$ cat src/rtl/pc_sequencer.sv
// Multi-cycle fetch / execute / PC-update sequencer for the RV32I program counter.
// Optional misaligned-target trap enabled by defining PC_SEQ_MISALIGN_TRAP_EN.
module pc_sequencer #(
  parameter int unsigned START_DELAY = 2,
  parameter logic [31:0] TRAP_VECTOR = 32'h0000_0100
) (
  input  logic        clk,
  input  logic        rst,
  input  logic        imem_ready,
  input  logic        resolve_valid,
  input  logic        is_jal,
  input  logic        is_jalr,
  input  logic        branch_taken,
  input  logic [31:0] imm,
  input  logic [31:0] rs1_val,
  input  logic [31:0] pc,
  input  logic        stall,
  output logic        imem_req,
  output logic        instr_valid,
  output logic        pc_en,
  output logic [1:0]  pc_jalr,
  output logic [31:0] pc_number_instr,
  output logic [31:0] instret,
`ifdef PC_SEQ_MISALIGN_TRAP_EN
  output logic        misalign_trap,
`endif
  output logic        busy
);

  typedef enum logic [1:0] {StIdle, StFetch, StExec, StUpdate} state_e;

  state_e      state_q, state_d;
  logic [3:0]  delay_q, delay_d;
  logic        imem_req_q, imem_req_d;
  logic        instr_valid_q, instr_valid_d;
  logic        pc_en_q, pc_en_d;
  logic [1:0]  pc_jalr_q, pc_jalr_d;
  logic [31:0] pc_num_q, pc_num_d;
  logic [31:0] instret_q, instret_d;
  logic        trap_q, trap_d;
  logic        busy_q, busy_d;

  logic        accept;
  logic [31:0] jalr_tgt;
  logic [1:0]  sel_jalr;
  logic [31:0] sel_num;
  logic        sel_misalign;

  // stall always wins; a resolve pulse seen during stall is dropped
  assign accept = (state_q == StExec) && resolve_valid && !stall;

  always_ff @(posedge clk) begin
    if (!rst) begin
      state_q       <= StIdle;
      delay_q       <= '0;
      imem_req_q    <= 1'b0;
      instr_valid_q <= 1'b0;
      pc_en_q       <= 1'b0;
      pc_jalr_q     <= 2'b00;
      pc_num_q      <= '0;
      instret_q     <= '0;
      trap_q        <= 1'b0;
      busy_q        <= 1'b0;
    end else begin
      state_q       <= state_d;
      delay_q       <= delay_d;
      imem_req_q    <= imem_req_d;
      instr_valid_q <= instr_valid_d;
      pc_en_q       <= pc_en_d;
      pc_jalr_q     <= pc_jalr_d;
      pc_num_q      <= pc_num_d;
      instret_q     <= instret_d;
      trap_q        <= trap_d;
      busy_q        <= busy_d;
    end
  end

  always_comb begin
    state_d = state_q;
    delay_d = delay_q;
    unique case (state_q)
      StIdle: begin
        if (delay_q == START_DELAY[3:0]) state_d = StFetch;
        else                             delay_d = delay_q + 4'd1;
      end
      StFetch:  if (imem_ready) state_d = StExec;
      StExec:   if (accept) state_d = StUpdate;
      StUpdate: state_d = StFetch;
      default:  state_d = StIdle;
    endcase
  end

  always_comb begin
    jalr_tgt     = (rs1_val + imm) & ~32'h1;
    sel_misalign = 1'b0;
    if (is_jalr) begin
      sel_jalr = 2'b01;
      sel_num  = jalr_tgt;
    end else if (is_jal || branch_taken) begin
      sel_jalr = 2'b00;
      sel_num  = imm;
    end else begin
      sel_jalr = 2'b00;
      sel_num  = 32'd4;
    end
`ifdef PC_SEQ_MISALIGN_TRAP_EN
    if ((is_jalr || is_jal || branch_taken) &&
        ((is_jalr ? jalr_tgt[1:0] : (pc[1:0] + imm[1:0])) != 2'b00)) begin
      sel_jalr     = 2'b10;
      sel_num      = TRAP_VECTOR;
      sel_misalign = 1'b1;
    end
`endif
  end

`ifndef PC_SEQ_MISALIGN_TRAP_EN
  logic unused_pc;
  assign unused_pc = ^{pc, TRAP_VECTOR};
`endif

  always_comb begin
    imem_req_d    = (state_d == StFetch);
    instr_valid_d = (state_q == StFetch) && imem_ready;
    pc_en_d       = accept;
    busy_d        = (state_d != StIdle);
    pc_jalr_d     = accept ? sel_jalr : pc_jalr_q;
    pc_num_d      = accept ? sel_num : pc_num_q;
    instret_d     = (accept && !sel_misalign) ? instret_q + 32'd1 : instret_q;
    trap_d        = accept && sel_misalign;
  end

  assign imem_req        = imem_req_q;
  assign instr_valid     = instr_valid_q;
  assign pc_en           = pc_en_q;
  assign pc_jalr         = pc_jalr_q;
  assign pc_number_instr = pc_num_q;
  assign instret         = instret_q;
  assign busy            = busy_q;
`ifdef PC_SEQ_MISALIGN_TRAP_EN
  assign misalign_trap   = trap_q;
`else
  logic unused_trap;
  assign unused_trap = trap_q;
`endif

endmodule

$ cat config.mk
export PLATFORM = sky130hd
export DESIGN_NAME = pc_sequencer
export DESIGN_NICKNAME = d
export VERILOG_FILES = /design/src/rtl/pc_sequencer.sv
export SDC_FILE = /design/constraint.sdc
export NUM_CORES = 1
export LEC_CHECK = 0
export CORE_MARGIN = 4
export CORE_UTILIZATION = 42
export CTS_CLUSTER_SIZE = 16
export DETAILED_ROUTE_END_ITERATION = 7
export PLACE_DENSITY = 0.78
export SLEW_MARGIN = 0
export SYNTH_ARGS = -nofsm -noshare
export SYNTH_HDL_FRONTEND = slang
export SYNTH_SLANG_ARGS = --single-unit
$ cat constraint.sdc
create_clock -name clk -period 2.8 [get_ports clk]
set_clock_uncertainty 0.15 [all_clocks]
set_input_delay 0.42 -clock clk [delete_from_list [all_inputs] [get_ports clk]]
set_output_delay 0.42 -clock clk [all_outputs]
set_load 0.05 [all_outputs]
# Word-level counts from Yosys, hierarchy flattened
# Index checks and enable logic that the tools add are counted.
[totals]
in_bits = 104
elab_cells = 33
out_inout_bits = 70
reg_bits = 76
[classes]
reduce_logical = 8
n_bitwise = 1
addsub = 3
eq_ne = 5
muxes = 7
[op_table]
columns = ["operator", "n"]
rows = [
  ["two-way mux 32 bit", 2],
  ["adder 32 x 1 -> 32 bit (second input constant)", 1],
  ["adder 32 bit", 1],
  ["case mux 2 bit (4 select lines)", 1],
  ["two-way mux 2 bit", 3],
  ["adder 4 x 1 -> 4 bit (second input constant)", 1],
  ["equality test 2 x 1 -> 1 bit (second input constant)", 2],
  ["equality test 2 bit (second input constant)", 2],
  ["equality test 4 x 2 -> 1 bit (second input constant)", 1],
  ["logical AND 1 bit", 3],
  ["zero test 2 bit", 1],
  ["AND reduction 2 bit", 1],
  ["nonzero test 2 bit", 1],
  ["zero test 1 bit", 1],
  ["logical OR 1 bit", 1],
  ["two-way mux 1 bit", 1],
  ["inverter 1 bit", 1],
]

# Depth between registers and ports, before layout
[depth]
ltp_word = 6
depth_mapped = 10
ltp_nobuf = 10

# Least setup slack after synthesis
# No wires, ideal clock.
[synth_path]
path_kind = "input to register"
startpoint = "in imm[0]"
endpoint = "reg pc_num_q[20], in the netlist pc_number_instr[20]"
cell_stages = 9
setup_time_ps = 122
setup_slack_ps = 120
arrival_ps = 2409
t_required_ps = 2528
path_buffers = 0
cell_sequence = "and2_1 -> fa_1 -> a21oi_1 -> o21bai_1 -> a211o_1 -> a31o_2 -> o221ai_4 -> o21ai_1 -> a221o_1"
[synth_between]
elab_chain_len = 2
[synth_lines]
columns = ["element", "line", "rtl"]
rows = [
  ["from (decl)", "14", "input logic [31:0] imm,"],
  ["adder 32 bit", "94", "jalr_tgt = (rs1_val + imm) & ~32'h1;"],
  ["two-way mux 32 bit", "96", "if (is_jalr) begin"],
  ["to (signal assigned)", "71", "pc_num_q <= pc_num_d;"],
  ["to (decl)", "38", "logic [31:0] pc_num_q, pc_num_d;"],
]
# Every way passes these cells.
# A chain may end at the register's enable or synchronous reset.

# Final worst setup path
[layout_path]
startpoint = "in imm[11]"
endpoint = "reg pc_num_q[22], in the netlist pc_number_instr[22]"
# The elaborated chain is that of the path after synthesis.

==> impl_results.md <==
* Status: finished clean
* DR WL/cell at around 18 um
* Cell area after synthesis at approximately 5000 um2
* Worst Tran Pin Value at roughly 0.75 ns
* Total grt overflow at 0
* Share of cells above drive strength 1 at 0.2067
* # port buffers at 140
* Worst hold path class: reg2reg
* Post-route ant nets at 0
* Max_slew headroom at 0.4961
* Crit end category: register
* Total CTS buffers at 9
* Worst path top cell family by delay: compound AO/OA/AOI/OAI gates
* CP arrival at around 2.8 ns
* First-pass GRT wire length at around 27000 um
* Finished Cell Area at 7761 um2
* Number of DRC markers in iteration 0 at between 300 and 400
* Slowest cell on crit path: clkdlybuf4s50_1
* Critical path endpoint: pc_number_instr[22]
* Gr usage total at 0.2507
* Vias in the first global route at approximately 5600
* VDD IR max at approximately 230 uV
* Area after DPL at about 7200 um2
* Most frequent cells in the layout: clkdlybuf4s50_1, buf_4, dfxtp_1, nor2_1, nand2_1
* Area Growth Syn to Fin at 55.93%
* Sequential Area at approximately 1500 um2
* RR Startpoint: instret[8]
* RSZ-0062 raised after global routing: true
* CTS clock-pin slew for the worst setup and hold paths at 0.06 ns
* Commonest non-fill, non-tap cell in the layout: clkdlybuf4s50_1
* P_leak at 3.207 nW
* Htree depth at 3
* Final hold viol count at 0
* Critical Path Source: imm[11]
* Final Setup Violations at 0
* Top FF cell, synth: dfxtp_1
* Fin. max-slew vios at 0
* Final Cycle Share at 0.9845
* Fillers at 900
* Cell Rows at 39
* Final min period at 2.756 ns
* Fmax at 362.8 MHz
* Core ar. at around 12000 um2
* Crit path buffers/inverters at 2
* Worst r2r path cells at 8
* Area of the die at ~14000 um2
* Mapped Cells at a little over 600
* Final Wtd Congestion at between 0.9 and 1
* P per Cell Area at around 460 nW/um2
* WP depth at 11
* Clk root buf: clkbuf_16
* Data required, critical path at between 2 and 3 ns
* DP HPWL at about 14000 um
* Antenna violations before repair at 0
* Worst setup SP type: primary input
* Syn Nets at between 700 and 800
* Largest net degree at the start of global routing at 26
* Worst path max stage delay at roughly 0.53 ns
* Initial Utilization at 0.4322
* Sequential area share after synthesis at 0.3017
* TritonCTS clock tree: yes
* Die span in y at between 100 and 150 um
* R2R Path End: instret[31]
* # Max-Cap Violations at 0
* Total Power at between 3 and 4 mW
* Setup_tns at 0 ns
* Yosys Warn Count at 0
* # IOs at 174
* Async set or reset register ratio after synthesis at 0
* Number of synthesized flops with an enable pin at 0
* Total wire length at roughly 17000 um
* Multi-input gate area at about 3500 um2
* Vias at ~5500
* Critical Path, Cell by Cell: clkdlybuf4s50_1, ha_4, a21o_1, o21ai_2, a211oi_2, nor3b_2, buf_4, a211oi_4, xnor2_1, a222oi_1, nor2_1
* Synth cell types at about 70
* Critical path peak fanout at 6
* Inserted Diodes at 0
* Seq cells post-synth at 75
* Final net count at 970
* Via/cell ratio at between 5 and 6
* Number of iterations in the first detailed-routing pass at 6
* Clk buf depth at 2
* Syn Area/Cell at approximately 8.2 um2
* Die X at between 100 and 150 um
* Crit Path Class: in2reg
* Worst skew pair latency at approximately 0.33 ns
* FF-to-FF setup slack at 0.51 ns
* # DRC at 0
* Clock sinks at 75
report_power, final:
group | switching [mW] | total, mW | internal (mW)
Clock | 0.501 | 1.21 | 0.706
Combinational | 0.654 | 1.22 | 0.568
Sequential | 0.0445 | 1.17 | 1.13
per-layer routing:
layer | share of wire | vias to the layer above | GRT usage
li1 | - | 2667 | -
met1 | 0.42 | 2606 | 0.3114
met2 | 0.51 | 204 | 0.4388
met3 | 0.054 | 27 | 0.03033
met4 | 0.020 | 0 | 0.1040
met5 | 0 | - | 0
sequential cells by signal (all words and copies together), names as in the netlist, 2 cells and up:
| signal | flops |
|---|---|
| delay_q | 4 |
| pc_number_instr | 32 |
| state_q | 2 |
| instret | 32 |
per-stage QoR:
step                      cells  utilization  hold slack, ns  worst slack [ns]
after floorplan             605            -          0.3163            0.1195
after global placement      958       0.6252          0.3028           -0.4779
after detailed placement    958       0.6252          0.3069           -0.5395
after CTS                   979       0.6608          0.3155          0.002929
after global routing        980       0.6739          0.3472          -0.02745
final                       980       0.6739          0.3185           0.04350
logic make-up (layout without fill, tap and decap cells):
logic type               count (synthesis)  after routing  synth area share
AO/OA/AOI/OAI                          176            176            0.2612
XOR/XNOR                                54             54           0.09502
adder cells (fa/ha/maj)                 34             34           0.08698
buffers and inverters                   44            276           0.03469
flip-flops                              75             75            0.3017
multiplexers                             4              4          0.008547
other                                    1              1         0.0007534
AND/OR/NAND/NOR                        217            217            0.2112
synthesized netlist by cell type (4+ instances only):
cell | n | share of area
dfxtp_1 | 75 | 0.30
nor2_1 | 74 | 0.056
nand2_1 | 50 | 0.038
a21oi_1 | 40 | 0.040
ha_1 | 33 | 0.083
o21ai_0 | 30 | 0.030
xor2_1 | 28 | 0.049
xnor2_1 | 26 | 0.046
clkbuf_1 | 23 | 0.017
nand3_1 | 20 | 0.020
nand4_1 | 17 | 0.021
a21o_1 | 15 | 0.023
a221oi_1 | 15 | 0.026
nor3_1 | 14 | 0.014
a211oi_1 | 12 | 0.018
and2_1 | 11 | 0.014
inv_1 | 11 | 0.0083
and3_1 | 7 | 0.0088
o21bai_1 | 7 | 0.011
buf_1 | 6 | 0.0045
a211o_1 | 5 | 0.0088
or3_1 | 5 | 0.0063
a31oi_1 | 4 | 0.0050
o21a_1 | 4 | 0.0060
worst reg2reg max path, stage by stage (launching register included):
cell     delay, ns
dfxtp_1       0.40
and3_1        0.24
nand4_1       0.25
nor3_4        0.34
nand2_1       0.18
nor2_1        0.27
nand3_1       0.14
xor2_1        0.15
nor2_1        0.06
cell type report:
cell class	instances	area share
clock inverter	7	0.01064
tap	143	0.02305
inverter	11	0.005320
timing repair buffer	249	0.2879
clock buffer	9	0.02902
sequential	75	0.1935
multi-input combinational	486	0.4506
worst min-delay path by stage:
stage,end,from,cells after the start
detailed placement,pc_jalr[0],pc_jalr[0],2
finish,pc_jalr[0],pc_jalr[0],2
CTS,pc_jalr[0],pc_jalr[0],2
global route,pc_jalr[0],pc_jalr[0],2
floorplan,instr_valid,state_q[0],2
global placement,pc_jalr[0],pc_jalr[0],2
timing repair:
action / in CTS / in global routing
setup buffers: 5 / 1
resized for setup: 13 / 25
pin swaps: 8 / 13
setup endpoints to repair: 10 / 14
hold buffers: 0 / 0
Note: power is estimated with default switching activity, not from simulation.
